## src/rtl/mem_stage_pkg.sv

```systemverilog
// RV64 memory stage shared definitions.
// Op codes, FSM encodings and op classification helpers.
package riscv_mem_pkg;

  localparam int MEM_XLEN = 64;
  localparam int MEM_RA_W = 5;

  localparam logic [3:0] MEM_NONE = 4'd0;
  localparam logic [3:0] MEM_LB   = 4'd1;
  localparam logic [3:0] MEM_LH   = 4'd2;
  localparam logic [3:0] MEM_LW   = 4'd3;
  localparam logic [3:0] MEM_LD   = 4'd4;
  localparam logic [3:0] MEM_LBU  = 4'd5;
  localparam logic [3:0] MEM_LHU  = 4'd6;
  localparam logic [3:0] MEM_LWU  = 4'd7;
  localparam logic [3:0] MEM_SB   = 4'd8;
  localparam logic [3:0] MEM_SH   = 4'd9;
  localparam logic [3:0] MEM_SW   = 4'd10;
  localparam logic [3:0] MEM_SD   = 4'd11;

  localparam logic [1:0] S_IDLE = 2'd0;
  localparam logic [1:0] S_REQ  = 2'd1;
  localparam logic [1:0] S_WAIT = 2'd2;

  function automatic logic is_load(input logic [3:0] op);
    return (op >= MEM_LB) && (op <= MEM_LWU);
  endfunction

  function automatic logic is_store(input logic [3:0] op);
    return (op >= MEM_SB) && (op <= MEM_SD);
  endfunction

  // log2 of the access size in bytes
  function automatic logic [1:0] access_size(input logic [3:0] op);
    logic [1:0] sz;
    case (op)
      MEM_LB, MEM_LBU, MEM_SB: sz = 2'd0;
      MEM_LH, MEM_LHU, MEM_SH: sz = 2'd1;
      MEM_LW, MEM_LWU, MEM_SW: sz = 2'd2;
      default:                 sz = 2'd3;
    endcase
    return sz;
  endfunction

  function automatic logic misaligned(
    input logic [3:0] op,
    input logic [2:0] a
  );
    logic m;
    case (access_size(op))
      2'd0:    m = 1'b0;
      2'd1:    m = a[0];
      2'd2:    m = |a[1:0];
      default: m = |a;
    endcase
    return m;
  endfunction

endpackage

```

## src/rtl/mem_stage_if.sv

```systemverilog
// Data-memory request/response bus.
// master = memory stage, slave = memory.
interface mem_stage_if;
  import riscv_mem_pkg::*;

  logic                dmem_req_valid;
  logic                dmem_req_ready;
  logic [MEM_XLEN-1:0] dmem_addr;
  logic                dmem_we;
  logic [MEM_XLEN-1:0] dmem_wdata;
  logic [7:0]          dmem_wstrb;
  logic                dmem_rsp_valid;
  logic [MEM_XLEN-1:0] dmem_rdata;

  modport master (
    output dmem_req_valid,
    input  dmem_req_ready,
    output dmem_addr,
    output dmem_we,
    output dmem_wdata,
    output dmem_wstrb,
    input  dmem_rsp_valid,
    input  dmem_rdata
  );

  modport slave (
    input  dmem_req_valid,
    output dmem_req_ready,
    input  dmem_addr,
    input  dmem_we,
    input  dmem_wdata,
    input  dmem_wstrb,
    output dmem_rsp_valid,
    output dmem_rdata
  );

endinterface

```

## src/rtl/mem_align.sv

```systemverilog
// Byte-lane packing for stores and lane extraction
// with sign/zero extension for loads.
module mem_align
  import riscv_mem_pkg::*;
(
  input  logic [3:0]          memop_i,
  input  logic [2:0]          off_i,
  input  logic [MEM_XLEN-1:0] sdata_i,
  input  logic [MEM_XLEN-1:0] rdata_i,
  output logic [MEM_XLEN-1:0] wdata_o,
  output logic [7:0]          wstrb_o,
  output logic [MEM_XLEN-1:0] ldata_o
);

  logic [MEM_XLEN-1:0] sh;

  assign sh = rdata_i >> {off_i, 3'b000};

  // store data replicated across lanes, strobes pick the lanes
  always_comb begin
    wdata_o = '0;
    wstrb_o = '0;
    unique case (1'b1)
      memop_i == MEM_SB: begin
        wdata_o = {8{sdata_i[7:0]}};
        wstrb_o = 8'h01 << off_i;
      end
      memop_i == MEM_SH: begin
        wdata_o = {4{sdata_i[15:0]}};
        wstrb_o = 8'h03 << off_i;
      end
      memop_i == MEM_SW: begin
        wdata_o = {2{sdata_i[31:0]}};
        wstrb_o = 8'h0F << off_i;
      end
      memop_i == MEM_SD: begin
        wdata_o = sdata_i;
        wstrb_o = 8'hFF;
      end
      default: ;
    endcase
  end

  // load lane shifted down, then extended
  always_comb begin
    ldata_o = '0;
    unique case (1'b1)
      memop_i == MEM_LB:
        ldata_o = {{56{sh[7]}}, sh[7:0]};
      memop_i == MEM_LBU:
        ldata_o = {56'b0, sh[7:0]};
      memop_i == MEM_LH:
        ldata_o = {{48{sh[15]}}, sh[15:0]};
      memop_i == MEM_LHU:
        ldata_o = {48'b0, sh[15:0]};
      memop_i == MEM_LW:
        ldata_o = {{32{sh[31]}}, sh[31:0]};
      memop_i == MEM_LWU:
        ldata_o = {32'b0, sh[31:0]};
      memop_i == MEM_LD:
        ldata_o = sh;
      default: ;
    endcase
  end

endmodule

```

## src/rtl/mem_stage.sv

```systemverilog
// RV64 memory-access stage: issues loads/stores on the
// dmem bus and emits one writeback record per instruction.
module mem_stage
  import riscv_mem_pkg::*;
#(
  parameter int XLEN       = MEM_XLEN,
  parameter int REG_ADDR_W = MEM_RA_W
) (
  input  logic                  clk,
  input  logic                  rst,
  input  logic                  in_valid,
  output logic                  in_ready,
  input  logic [XLEN-1:0]       in_result,
  input  logic [XLEN-1:0]       in_store_data,
  input  logic [3:0]            in_memop,
  input  logic [REG_ADDR_W-1:0] in_rd,
  input  logic                  in_wen,
  mem_stage_if.master           dmem,
  output logic                  wb_valid,
  output logic [REG_ADDR_W-1:0] wb_rd,
  output logic                  wb_wen,
  output logic [XLEN-1:0]       wb_data,
  output logic                  misalign
);

  logic [1:0]            state_q, state_d;
  logic [XLEN-1:0]       addr_q, sdata_q;
  logic [3:0]            memop_q;
  logic [REG_ADDR_W-1:0] rd_q;
  logic                  wen_q;

  logic                  wb_valid_d, wb_wen_d, mis_d;
  logic [REG_ADDR_W-1:0] wb_rd_d;
  logic [XLEN-1:0]       wb_data_d;

  logic            accept, in_mem, in_mis;
  logic            in_req, in_wait, st_q;
  logic [XLEN-1:0] wdata, ldata;
  logic [7:0]      wstrb;

  assign in_ready = (state_q == S_IDLE);
  assign accept   = in_valid & in_ready;
  assign in_mem   = is_load(in_memop) | is_store(in_memop);
  assign in_mis   = in_mem & misaligned(in_memop, in_result[2:0]);
  assign in_req   = (state_q == S_REQ);
  assign in_wait  = (state_q == S_WAIT);
  assign st_q     = is_store(memop_q);

  mem_align u_align (
    .memop_i (memop_q),
    .off_i   (addr_q[2:0]),
    .sdata_i (sdata_q),
    .rdata_i (dmem.dmem_rdata),
    .wdata_o (wdata),
    .wstrb_o (wstrb),
    .ldata_o (ldata)
  );

  assign dmem.dmem_req_valid = in_req;
  assign dmem.dmem_addr  = in_req ? {addr_q[XLEN-1:3], 3'b000} : '0;
  assign dmem.dmem_we    = in_req & st_q;
  assign dmem.dmem_wdata = in_req ? wdata : '0;
  assign dmem.dmem_wstrb = in_req ? wstrb : '0;

  // FSM next state
  always_comb begin
    state_d = state_q;
    case (state_q)
      S_IDLE:
        if (accept && in_mem && !in_mis)
          state_d = S_REQ;
      S_REQ:
        if (dmem.dmem_req_ready)
          state_d = st_q ? S_IDLE : S_WAIT;
      S_WAIT:
        if (dmem.dmem_rsp_valid)
          state_d = S_IDLE;
      default:
        state_d = S_IDLE;
    endcase
  end

  // writeback record for the next cycle
  always_comb begin
    wb_valid_d = 1'b0;
    wb_rd_d    = '0;
    wb_wen_d   = 1'b0;
    wb_data_d  = '0;
    mis_d      = 1'b0;
    unique case (1'b1)
      accept && !in_mem: begin
        wb_valid_d = 1'b1;
        wb_rd_d    = in_rd;
        wb_wen_d   = in_wen;
        wb_data_d  = in_result;
      end
      accept && in_mis: begin
        wb_valid_d = 1'b1;
        wb_rd_d    = in_rd;
        wb_data_d  = in_result;
        mis_d      = 1'b1;
      end
      in_req && dmem.dmem_req_ready && st_q: begin
        wb_valid_d = 1'b1;
        wb_rd_d    = rd_q;
      end
      in_wait && dmem.dmem_rsp_valid: begin
        wb_valid_d = 1'b1;
        wb_rd_d    = rd_q;
        wb_wen_d   = wen_q;
        wb_data_d  = ldata;
      end
      default: ;
    endcase
  end

  // state, latched instruction and writeback registers
  always_ff @(posedge clk) begin
    if (rst) begin
      state_q  <= S_IDLE;
      addr_q   <= '0;
      sdata_q  <= '0;
      memop_q  <= MEM_NONE;
      rd_q     <= '0;
      wen_q    <= 1'b0;
      wb_valid <= 1'b0;
      wb_rd    <= '0;
      wb_wen   <= 1'b0;
      wb_data  <= '0;
      misalign <= 1'b0;
    end else begin
      state_q  <= state_d;
      wb_valid <= wb_valid_d;
      wb_rd    <= wb_rd_d;
      wb_wen   <= wb_wen_d;
      wb_data  <= wb_data_d;
      misalign <= mis_d;
      if (accept) begin
        addr_q  <= in_result;
        sdata_q <= in_store_data;
        memop_q <= in_memop;
        rd_q    <= in_rd;
        wen_q   <= in_wen;
      end
    end
  end

endmodule
```

## src/flat_wrapper.sv

```systemverilog
// flat-port wrapper written by rule: the top's interface ports become plain ports
module mem_stage_flat import riscv_mem_pkg::*;
#(
  parameter int XLEN       = MEM_XLEN,
  parameter int REG_ADDR_W = MEM_RA_W
)
  (clk, rst, in_valid, in_ready, in_result, in_store_data, in_memop, in_rd, in_wen, wb_valid, wb_rd, wb_wen, wb_data, misalign, dmem_dmem_req_valid, dmem_dmem_req_ready, dmem_dmem_addr, dmem_dmem_we, dmem_dmem_wdata, dmem_dmem_wstrb, dmem_dmem_rsp_valid, dmem_dmem_rdata);
  mem_stage_if dmem_i ();
  input  logic clk;
  input  logic rst;
  input  logic in_valid;
  output logic in_ready;
  input  logic [XLEN-1:0] in_result;
  input  logic [XLEN-1:0] in_store_data;
  input  logic [3:0] in_memop;
  input  logic [REG_ADDR_W-1:0] in_rd;
  input  logic in_wen;
  output logic wb_valid;
  output logic [REG_ADDR_W-1:0] wb_rd;
  output logic wb_wen;
  output logic [XLEN-1:0] wb_data;
  output logic misalign;
  output wire logic [$bits(dmem_i.dmem_req_valid)-1:0] dmem_dmem_req_valid;
  input wire logic [$bits(dmem_i.dmem_req_ready)-1:0] dmem_dmem_req_ready;
  output wire logic [$bits(dmem_i.dmem_addr)-1:0] dmem_dmem_addr;
  output wire logic [$bits(dmem_i.dmem_we)-1:0] dmem_dmem_we;
  output wire logic [$bits(dmem_i.dmem_wdata)-1:0] dmem_dmem_wdata;
  output wire logic [$bits(dmem_i.dmem_wstrb)-1:0] dmem_dmem_wstrb;
  input wire logic [$bits(dmem_i.dmem_rsp_valid)-1:0] dmem_dmem_rsp_valid;
  input wire logic [$bits(dmem_i.dmem_rdata)-1:0] dmem_dmem_rdata;
  assign dmem_dmem_req_valid = dmem_i.dmem_req_valid;
  assign dmem_i.dmem_req_ready = dmem_dmem_req_ready;
  assign dmem_dmem_addr = dmem_i.dmem_addr;
  assign dmem_dmem_we = dmem_i.dmem_we;
  assign dmem_dmem_wdata = dmem_i.dmem_wdata;
  assign dmem_dmem_wstrb = dmem_i.dmem_wstrb;
  assign dmem_i.dmem_rsp_valid = dmem_dmem_rsp_valid;
  assign dmem_i.dmem_rdata = dmem_dmem_rdata;
  mem_stage #(.XLEN(XLEN), .REG_ADDR_W(REG_ADDR_W)) u_core (.clk(clk), .rst(rst), .in_valid(in_valid), .in_ready(in_ready), .in_result(in_result), .in_store_data(in_store_data), .in_memop(in_memop), .in_rd(in_rd), .in_wen(in_wen), .dmem(dmem_i), .wb_valid(wb_valid), .wb_rd(wb_rd), .wb_wen(wb_wen), .wb_data(wb_data), .misalign(misalign));
endmodule
```

## config.mk

```make
export PLATFORM = sky130hd
export DESIGN_NAME = mem_stage_flat
export DESIGN_NICKNAME = d
export VERILOG_FILES = /design/src/rtl/mem_stage_pkg.sv /design/src/rtl/mem_stage_if.sv /design/src/rtl/mem_align.sv /design/src/rtl/mem_stage.sv /design/src/flat_wrapper.sv
export SDC_FILE = /design/constraint.sdc
export NUM_CORES = 1
export LEC_CHECK = 0
export CAP_MARGIN = 40
export CORE_ASPECT_RATIO = 0.75
export CORE_UTILIZATION = 50
export CTS_CLUSTER_SIZE = 12
export DETAILED_ROUTE_END_ITERATION = 16
export PLACE_DENSITY = 0.95
export REMOVE_ABC_BUFFERS = 1
export SLEW_MARGIN = 0
export SYNTH_ARGS = -nofsm -noshare
export SYNTH_HDL_FRONTEND = slang
export SYNTH_HIERARCHICAL = 1
export SYNTH_SLANG_ARGS = --single-unit
```

## constraint.sdc

```tcl
create_clock -name clk -period 5.47 [get_ports clk]
set_input_delay 1.094 -clock clk [delete_from_list [all_inputs] [get_ports clk]]
set_output_delay 1.094 -clock clk [all_outputs]
set_load 0.01 [all_outputs]
```

==> results of run 1 <==
==> area by class of cell <==
type | instances | area share [%]
inverters | 15 | 0.327
diodes | 1 | 0.0145
flip-flops and latches | 212 | 24.7
clock buffers | 34 | 3.93
multi-input cells | 1269 | 42.3
well taps | 331 | 2.40
repair buffers | 445 | 26.2
clock inverters | 4 | 0.145
==> where the power goes <==
group          total, W  switching, W  internal (W)
sequential      0.00172     0.0000806       0.00164
combinational  0.000924      0.000492      0.000432
clock           0.00150      0.000645      0.000850
==> cell families after synthesis <==
kind of cell / after synthesis / share of synthesized area [%]
adder cells (fa/ha/maj): 3 / 0.306
buffers and inverters: 171 / 6.39
multiplexers: 117 / 11.4
flip-flops: 212 / 34.6
other: 1 / 0.0306
AND/OR/NAND/NOR: 773 / 29.4
AO/OA/AOI/OAI: 373 / 17.9
==> worst max-delay path: cells and delay by family, from the launching register on <==
kind                   cells  cell delay, ns
buffers and inverters      2            0.96
DFF                        1            0.83
AOI/OAI and AO/OA          2            0.43
muxes                      1            0.39
and+or+nand+nor            1            0.16
==> state kept, by name, summed over array words and instances (netlist names) <==
name             count
u_core/rd_q          5
u_core/state_q       2
u_core/addr_q       64
u_core/wb_valid      1
u_core/sdata_q      64
u_core/wb_wen        1
u_core/memop_q       4
u_core/wb_data      64
u_core/wb_rd         5
u_core/wen_q         1
u_core/misalign      1
==> cells in the mapped netlist (all sizes together) (4+ instances only) <==
| cell type | n | area (µm²) |
|---|---|---|
| nor3 | 7 | 35.0 |
| mux2 | 19 | 214 |
| or2 | 4 | 25.0 |
| a211o | 7 | 61.3 |
| buf | 57 | 355 |
| a31oi | 4 | 40.0 |
| a21oi | 193 | 966 |
| nor2b | 25 | 156 |
| nand2b | 11 | 68.8 |
| mux4 | 16 | 360 |
| nand3 | 12 | 60.1 |
| a2bb2oi | 14 | 123 |
| dfxtp | 212 | 4240 |
| or4 | 8 | 63.8 |
| inv | 15 | 56.3 |
| o22a | 7 | 61.3 |
| a211oi | 26 | 195 |
| nor2 | 51 | 199 |
| nand2 | 457 | 1720 |
| o21ai | 91 | 508 |
| nand4 | 33 | 206 |
| mux2i | 82 | 821 |
| and2 | 144 | 901 |
| o211ai | 7 | 57.6 |
| o22ai | 7 | 43.8 |
| o2bb2ai | 6 | 52.6 |
| clkbuf | 99 | 372 |
| nor3b | 5 | 37.5 |
==> path summary, 6_finish.rpt <==
| path | startpoint | endpoint | slack [ns] |
|---|---|---|---|
| min | u_core/addr_q[29] | u_core/addr_q[29] | 0.45 |
| max | u_core/memop_q[0] | dmem_dmem_wdata[57] | 1.07 |
| max reg2reg | u_core/addr_q[0] | u_core/wb_data[45] | 2.58 |
| min reg2reg | u_core/addr_q[29] | u_core/addr_q[29] | 0.45 |
==> per-stage QoR <==
stage                     total power [W]  instances  utilization [%]  TNS (ns)
final                             0.00414       2311             71.7         0
after global routing              0.00430       2310             71.7         0
after CTS                         0.00414       2310             71.7         0
after detailed placement          0.00266       2272             68.7         0
after global placement            0.00261       2260             68.0         0
after floorplan                   0.00221       1496                -   -472.05
==> metal layers <==
layer / share of wire (%) / track usage, % / wire length [µm] / up-vias
met4: 4.1 / 14.3 / 1880 / 0
met1: 41 / 44.8 / 19000 / 6273
met5: 0 / 0 / 0 / -
met2: 45 / 55.4 / 20900 / 704
met3: 9.1 / 8.22 / 4180 / 130
li1: - / - / - / 6216
==> report_table.html, run 1 <==
<table>
<tr><th>Metric</th><th>Value</th></tr>
<tr><th colspan="2">Run status</th></tr>
<tr><td>Status</td><td>finished, final reports clean</td></tr>
<tr><th colspan="2">Placed design</th></tr>
<tr><td>Post-detail-place hpwl</td><td>around 33000 µm</td></tr>
<tr><td>Setup slack after placement</td><td>~1.7 ns</td></tr>
<tr><td>Count of buffers from port buffering</td><td>between 400 and 500</td></tr>
<tr><td>Total placed instance area</td><td>between 15000 and 20000 µm²</td></tr>
<tr><td>Global placer's final weighted congestion</td><td>0.925</td></tr>
<tr><th colspan="2">CTS</th></tr>
<tr><td>Clock buffer depth</td><td>3</td></tr>
<tr><td>CTS tree</td><td>built</td></tr>
<tr><td>H-tree depth</td><td>1</td></tr>
<tr><td>Clock root cell</td><td>sky130_fd_sc_hd__clkbuf_16</td></tr>
<tr><td>Reg clk slew, reported paths</td><td>0.06 ns</td></tr>
<tr><td>Cts-stage hold buffer count</td><td>0</td></tr>
<tr><td>Number of setup buffers added after CTS</td><td>0</td></tr>
<tr><td>Clock Latency Late Sink</td><td>~0.53 ns</td></tr>
<tr><td>Clock buffer count from CTS</td><td>23</td></tr>
<tr><td>CTS sink cnt</td><td>around 210</td></tr>
<tr><td>Post-cts resize count</td><td>0</td></tr>
<tr><th colspan="2">Pwr</th></tr>
<tr><td>Static leakage</td><td>6.40 nW</td></tr>
<tr><td>Pwr Density</td><td>roughly 240 nW/µm²</td></tr>
<tr><td>Worst VDD drop</td><td>between 0.0002 and 0.00025 V</td></tr>
<tr><th colspan="2">Logic synthesis</th></tr>
<tr><td>Async set or reset register ratio after synthesis</td><td>0%</td></tr>
<tr><td>Number of instances in the synthesized netlist</td><td>1650</td></tr>
<tr><td>Synth warn</td><td>6</td></tr>
<tr><td>Number of distinct library cells after synthesis</td><td>56</td></tr>
<tr><td>Sequential fraction of the synthesis area</td><td>34.6%</td></tr>
<tr><td>Post-Syn Area per Cell</td><td>~7.4 µm²</td></tr>
<tr><td>Number of enable flip-flop cells after synthesis</td><td>0</td></tr>
<tr><td>Flops &amp; latches, synth</td><td>212</td></tr>
<tr><td>Combined area of all synthesized cells</td><td>about 12000 µm²</td></tr>
<tr><td>Most used flip-flop cell after synthesis</td><td>sky130_fd_sc_hd__dfxtp_1</td></tr>
<tr><th colspan="2">GRT</th></tr>
<tr><td>Vias in the first global route</td><td>around 12000</td></tr>
<tr><td>Initial antenna violation count</td><td>0</td></tr>
<tr><td>Remaining Overflow, GRT</td><td>0</td></tr>
<tr><td>Maximum number of pins on one net before global-route repair</td><td>roughly 140</td></tr>
<tr><td>Global-route wire length before repair</td><td>68500 µm</td></tr>
<tr><td>Global Route Usage Sum</td><td>about 35%</td></tr>
<tr><th colspan="2">Worst setup path</th></tr>
<tr><td>Category of the most critical setup path</td><td>flip-flop to output port</td></tr>
<tr><td>Biggest cell delay along the critical path</td><td>between 0.8 and 0.9 ns</td></tr>
<tr><td>Endpoint class of the critical path</td><td>output port</td></tr>
<tr><td>Startpoint class of the critical path</td><td>flip-flop</td></tr>
<tr><td>Req. time, crit path</td><td>between 4 and 5 ns</td></tr>
<tr><td>CP cell instances</td><td>buf_4 -&gt; mux2_2 -&gt; o21ai_0 -&gt; a21oi_1 -&gt; and2_1 -&gt; clkdlybuf4s50_1</td></tr>
<tr><td>Maximum fanout encountered on the critical timing path</td><td>35</td></tr>
<tr><td>Arrival time worst endpoint</td><td>approximately 3.3 ns</td></tr>
<tr><td>Critical-path top delay cell</td><td>sky130_fd_sc_hd__dfxtp_2</td></tr>
<tr><td>Reg2Reg Depth</td><td>8</td></tr>
<tr><th colspan="2">Timing</th></tr>
<tr><td>Max frequency</td><td>approximately 230 MHz</td></tr>
<tr><td>Final count of hold timing violations</td><td>0</td></tr>
<tr><td>Unrepaired setup endpoints after global routing</td><td>false</td></tr>
<tr><td>Crit path time final</td><td>around 4.4 ns</td></tr>
<tr><td>Period utilisation layout</td><td>80.5%</td></tr>
<tr><td>Number of pins exceeding their max-slew limit in the final report</td><td>0</td></tr>
<tr><td>Number of setup violations in the final report</td><td>0</td></tr>
<tr><td>Post-layout worst setup margin</td><td>approximately 1.1 ns</td></tr>
<tr><td>Worst setup skew after layout</td><td>between 0.02 and 0.03 ns</td></tr>
<tr><td>Final hold slack</td><td>between 0.4 and 0.5 ns</td></tr>
<tr><td>Worst-margin pin slew</td><td>approximately 0.80 ns</td></tr>
<tr><td>Worst slew slack as a fraction of its limit</td><td>46.5%</td></tr>
<tr><th colspan="2">Cells and area</th></tr>
<tr><td>Commonest cells after routing, fill and taps aside</td><td>457 x sky130_fd_sc_hd__nand2_1, 413 x sky130_fd_sc_hd__clkdlybuf4s50_1, 207 x sky130_fd_sc_hd__dfxtp_1</td></tr>
<tr><td>Fin area</td><td>roughly 17000 µm²</td></tr>
<tr><td>Fraction of layout instances using a drive strength above 1</td><td>under 10%</td></tr>
<tr><td>Area growth from synthesis to final layout</td><td>40.5%</td></tr>
<tr><td>Fin nets</td><td>about 2200</td></tr>
<tr><td>Register area</td><td>4260 µm²</td></tr>
<tr><td>Most common cell after layout, fill and taps aside</td><td>sky130_fd_sc_hd__nand2_1</td></tr>
<tr><td>Fill cells</td><td>1839</td></tr>
<tr><td>Multi-input combinational cell area</td><td>7280 µm²</td></tr>
<tr><th colspan="2">Detailed routing</th></tr>
<tr><td>Mean number of vias per cell</td><td>5.77</td></tr>
<tr><td>Iteration-0 DRC count of the detailed router</td><td>1101</td></tr>
<tr><td>DRT Wirelength</td><td>46000 µm</td></tr>
<tr><td>Count of TritonRoute iterations in the first routing pass</td><td>6</td></tr>
<tr><td>Overall via count from detail_route</td><td>around 13000</td></tr>
<tr><td>Mean routed wirelength per cell</td><td>approximately 20 µm</td></tr>
<tr><td>DR DRC count</td><td>0</td></tr>
<tr><td>Antenna Violating Nets Remaining</td><td>0</td></tr>
<tr><th colspan="2">Run</th></tr>
<tr><td>Max-capacitance violation count</td><td>0</td></tr>
<tr><th colspan="2">Worst hold path</th></tr>
<tr><td>Hold Path Cell Cnt</td><td>2</td></tr>
<tr><td>Class of the tightest hold or removal check</td><td>flip-flop to flip-flop</td></tr>
<tr><th colspan="2">Floorplanning</th></tr>
<tr><td>Number of top-level pins</td><td>418</td></tr>
<tr><td>Effective utilization at floorplan</td><td>between 50% and 60%</td></tr>
<tr><td>Area of the die</td><td>about 25000 µm²</td></tr>
<tr><td>Vertical die dimension</td><td>138 µm</td></tr>
<tr><td>Width of the chip</td><td>approximately 180 µm</td></tr>
<tr><td>Area of the placeable core</td><td>24000 µm²</td></tr>
<tr><td>Count of standard-cell rows</td><td>about 50</td></tr>
</table>
No activity file was read; power rests on OpenSTA's default activity.
==> run 2: changes to the inputs <==
Settings changed: CORE_UTILIZATION 50 to 42, PLACE_DENSITY 0.95 to 0.87.
Clock period 5.47 ns to 3.7 ns, I/O delays scaled along.
==> report_table.html, run 2 (synthesis gave the netlist of run 1 again) <==
<table>
<tr><th>Metric</th><th>Value</th></tr>
<tr><th colspan="2">Detailed routing</th></tr>
<tr><td>Iteration-0 DRC count of the detailed router</td><td>~1100</td></tr>
<tr><td>Mean number of vias per cell</td><td>~5.6</td></tr>
<tr><td>DRT Wirelength</td><td>48500 µm</td></tr>
<tr><td>Overall via count from detail_route</td><td>13400</td></tr>
<tr><td>Antenna Violating Nets Remaining</td><td>0</td></tr>
<tr><td>Count of TritonRoute iterations in the first routing pass</td><td>5</td></tr>
<tr><td>DR DRC count</td><td>0</td></tr>
<tr><td>Mean routed wirelength per cell</td><td>about 20 µm</td></tr>
<tr><th colspan="2">Worst setup path</th></tr>
<tr><td>Biggest cell delay along the critical path</td><td>0.52 ns</td></tr>
<tr><td>Category of the most critical setup path</td><td>flip-flop to output port</td></tr>
<tr><td>Startpoint class of the critical path</td><td>flip-flop</td></tr>
<tr><td>Endpoint class of the critical path</td><td>output port</td></tr>
<tr><td>Dominant delay contributor by cell family on the critical path</td><td>buffers and inverters</td></tr>
<tr><td>Launch point of the worst reg-to-reg path</td><td>u_core/addr_q[2]</td></tr>
<tr><td>Req. time, crit path</td><td>between 2 and 3 ns</td></tr>
<tr><td>Endpoint of the worst-slack reg-to-reg timing path</td><td>u_core/wb_data[29]</td></tr>
<tr><td>Arrival time worst endpoint</td><td>approximately 2.8 ns</td></tr>
<tr><td>CP cell instances</td><td>buf_4 -&gt; mux2_2 -&gt; o21ai_0 -&gt; a21oi_1 -&gt; and2_1 -&gt; clkdlybuf4s50_1</td></tr>
<tr><td>Number of buffer and inverter instances along the worst setup path</td><td>2</td></tr>
<tr><td>Maximum fanout encountered on the critical timing path</td><td>22</td></tr>
<tr><td>Register-to-register setup slack</td><td>0.86 ns</td></tr>
<tr><td>Critical-path top delay cell</td><td>sky130_fd_sc_hd__dfxtp_4</td></tr>
<tr><td>Reg2Reg Depth</td><td>7</td></tr>
<tr><th colspan="2">Pwr</th></tr>
<tr><td>Switching power</td><td>between 0.0015 and 0.002 W</td></tr>
<tr><td>Logic pwr share</td><td>a little over a fifth</td></tr>
<tr><td>Worst VDD drop</td><td>between 0.0003 and 0.0004 V</td></tr>
<tr><td>Switching Fraction</td><td>28.9%</td></tr>
<tr><td>Pwr Density</td><td>370 nW/µm²</td></tr>
<tr><td>Sequential share of power</td><td>between 30% and 40%</td></tr>
<tr><td>Internal power</td><td>0.00458 W</td></tr>
<tr><td>Clk pwr share</td><td>39.1%</td></tr>
<tr><td>Static leakage</td><td>about 6.5 nW</td></tr>
<tr><th colspan="2">Timing</th></tr>
<tr><td>Worst slew slack as a fraction of its limit</td><td>approximately 42%</td></tr>
<tr><td>Period utilisation layout</td><td>94.9%</td></tr>
<tr><td>Final count of hold timing violations</td><td>0</td></tr>
<tr><td>Worst-margin pin slew</td><td>a little under 0.9 ns</td></tr>
<tr><td>Number of setup violations in the final report</td><td>0</td></tr>
<tr><td>Final hold slack</td><td>~0.45 ns</td></tr>
<tr><td>Worst setup skew after layout</td><td>around 0.013 ns</td></tr>
<tr><td>Number of pins exceeding their max-slew limit in the final report</td><td>0</td></tr>
<tr><td>Unrepaired setup endpoints after global routing</td><td>false</td></tr>
<tr><td>Crit path time final</td><td>roughly 3.5 ns</td></tr>
<tr><td>Max frequency</td><td>285 MHz</td></tr>
<tr><th colspan="2">Floorplanning</th></tr>
<tr><td>Number of top-level pins</td><td>about 420</td></tr>
<tr><td>Count of standard-cell rows</td><td>53</td></tr>
<tr><td>Vertical die dimension</td><td>between 100 and 150 µm</td></tr>
<tr><td>Width of the chip</td><td>199 µm</td></tr>
<tr><td>Area of the die</td><td>roughly 30000 µm²</td></tr>
<tr><td>Area of the placeable core</td><td>28400 µm²</td></tr>
<tr><td>Effective utilization at floorplan</td><td>43.2%</td></tr>
<tr><th colspan="2">Cells and area</th></tr>
<tr><td>End-of-flow core utilization</td><td>around three fifths</td></tr>
<tr><td>Area growth from synthesis to final layout</td><td>42.0%</td></tr>
<tr><td>Fin nets</td><td>2180</td></tr>
<tr><td>Fraction of layout instances using a drive strength above 1</td><td>7.36%</td></tr>
<tr><td>Fill cells</td><td>2489</td></tr>
<tr><td>Commonest cells after routing, fill and taps aside</td><td>457 x sky130_fd_sc_hd__nand2_1, 413 x sky130_fd_sc_hd__clkdlybuf4s50_1, 207 x sky130_fd_sc_hd__dfxtp_1</td></tr>
<tr><td>Most common cell after layout, fill and taps aside</td><td>sky130_fd_sc_hd__nand2_1</td></tr>
<tr><td>Register area</td><td>approximately 4300 µm²</td></tr>
<tr><td>Multi-input combinational cell area</td><td>roughly 7300 µm²</td></tr>
<tr><td>Largest registers</td><td>u_core/addr_q x64, u_core/sdata_q x64, u_core/wb_data x64</td></tr>
<tr><th colspan="2">CTS</th></tr>
<tr><td>CTS tree</td><td>built</td></tr>
<tr><td>Number of setup buffers added after CTS</td><td>0</td></tr>
<tr><td>CTS sink cnt</td><td>~210</td></tr>
<tr><td>Cts-stage hold buffer count</td><td>0</td></tr>
<tr><td>Post-cts resize count</td><td>0</td></tr>
<tr><td>H-tree depth</td><td>1</td></tr>
<tr><td>Clock root cell</td><td>sky130_fd_sc_hd__clkbuf_16</td></tr>
<tr><td>Reg clk slew, reported paths</td><td>approximately 0.060 ns</td></tr>
<tr><td>Clock buffer depth</td><td>3</td></tr>
<tr><td>Clock buffer count from CTS</td><td>24</td></tr>
<tr><td>Clock Latency Late Sink</td><td>around 0.54 ns</td></tr>
<tr><th colspan="2">GRT</th></tr>
<tr><td>Remaining Overflow, GRT</td><td>0</td></tr>
<tr><td>Global-route wire length before repair</td><td>a little over 70000 µm</td></tr>
<tr><td>Initial antenna violation count</td><td>4</td></tr>
<tr><td>Maximum number of pins on one net before global-route repair</td><td>roughly 140</td></tr>
<tr><td>Vias in the first global route</td><td>12900</td></tr>
<tr><td>Global Route Usage Sum</td><td>a little under a third</td></tr>
<tr><th colspan="2">Placed design</th></tr>
<tr><td>Global placer's final weighted congestion</td><td>between 0.9 and 1</td></tr>
<tr><td>Count of buffers from port buffering</td><td>414</td></tr>
<tr><td>Post-detail-place hpwl</td><td>around 34000 µm</td></tr>
<tr><th colspan="2">Worst hold path</th></tr>
<tr><td>Hold Crit Endpoint</td><td>u_core/addr_q[44]</td></tr>
<tr><td>Class of the tightest hold or removal check</td><td>flip-flop to flip-flop</td></tr>
<tr><td>Launch point of the worst hold path</td><td>u_core/addr_q[44]</td></tr>
<tr><td>Hold Path Cell Cnt</td><td>2</td></tr>
<tr><th colspan="2">Run</th></tr>
<tr><td>Max-capacitance violation count</td><td>0</td></tr>
<tr><th colspan="2">Run status</th></tr>
<tr><td>Status</td><td>finished, final reports clean</td></tr>
</table>
==> run 2: power groups by stage <==
stage,clock (W),sequential (W),combinational (W)
2_1_floorplan,0,0.00261,0.000659
3_3_place_gp,0,0.00258,0.00132
3_5_place_dp,0,0.00258,0.00136
4_1_cts,0.00256,0.00253,0.00137
5_1_grt,0.00266,0.00255,0.00149
6_report,0.00252,0.00254,0.00138
==> run 2: through the flow <==
stage / setup TNS (ns) / cell area, µm² / power [W] / worst slack [ns] / std cells
2_1_floorplan: -858.66 / 11500 / 0.00327 / -5.22 / 1496
3_3_place_gp: 0 / 16600 / 0.00390 / 0.631 / 2327
3_5_place_dp: 0 / 16600 / 0.00394 / 0.445 / 2329
4_1_cts: 0 / 17400 / 0.00646 / 0.0292 / 2369
5_1_grt: 0 / 17400 / 0.00670 / 0.0494 / 2373
6_report: 0 / 17400 / 0.00644 / 0.190 / 2373
==> run 2: worst register-to-register path, delay by kind of cell, from the launching register on <==
family	cells	cell delay [ns]
AOI/OAI and AO/OA	2	0.33
buffers and inverters	1	0.30
DFF	1	0.60
muxes	2	0.67
and+or+nand+nor	2	0.87
==> run 2: layer usage <==
metal | part of all wire [%] | GRT usage [%]
met5 | 0 | 0
met4 | 4.0 | 13.4
met3 | 9.0 | 6.94
met2 | 46 | 49.6
met1 | 41 | 40.9
==> run 2: worst max-delay path by stage <==
stage	from	to	slack [ns]	depth (start not counted)
finish	u_core/memop_q[0]	dmem_dmem_wdata[25]	0.19	6
global route	u_core/memop_q[0]	dmem_dmem_wdata[25]	0.05	6
CTS	u_core/memop_q[0]	dmem_dmem_wdata[25]	0.03	6
detailed placement	dmem_dmem_rdata[63]	u_core/wb_data[60]	0.44	7
global placement	in_memop[0]	u_core/wb_data[25]	0.63	8
floorplan	in_valid	u_core/state_q[0]	-5.22	4
==> run 2: layout make-up <==
cell class,instances,share of cell area [%]
sequential,212,24.5
clock inverter,10,0.927
multi-input combinational,1269,41.9
antenna,4,0.0575
inverter,15,0.323
timing repair buffer,448,25.8
tap,385,2.77
clock buffer,30,3.75
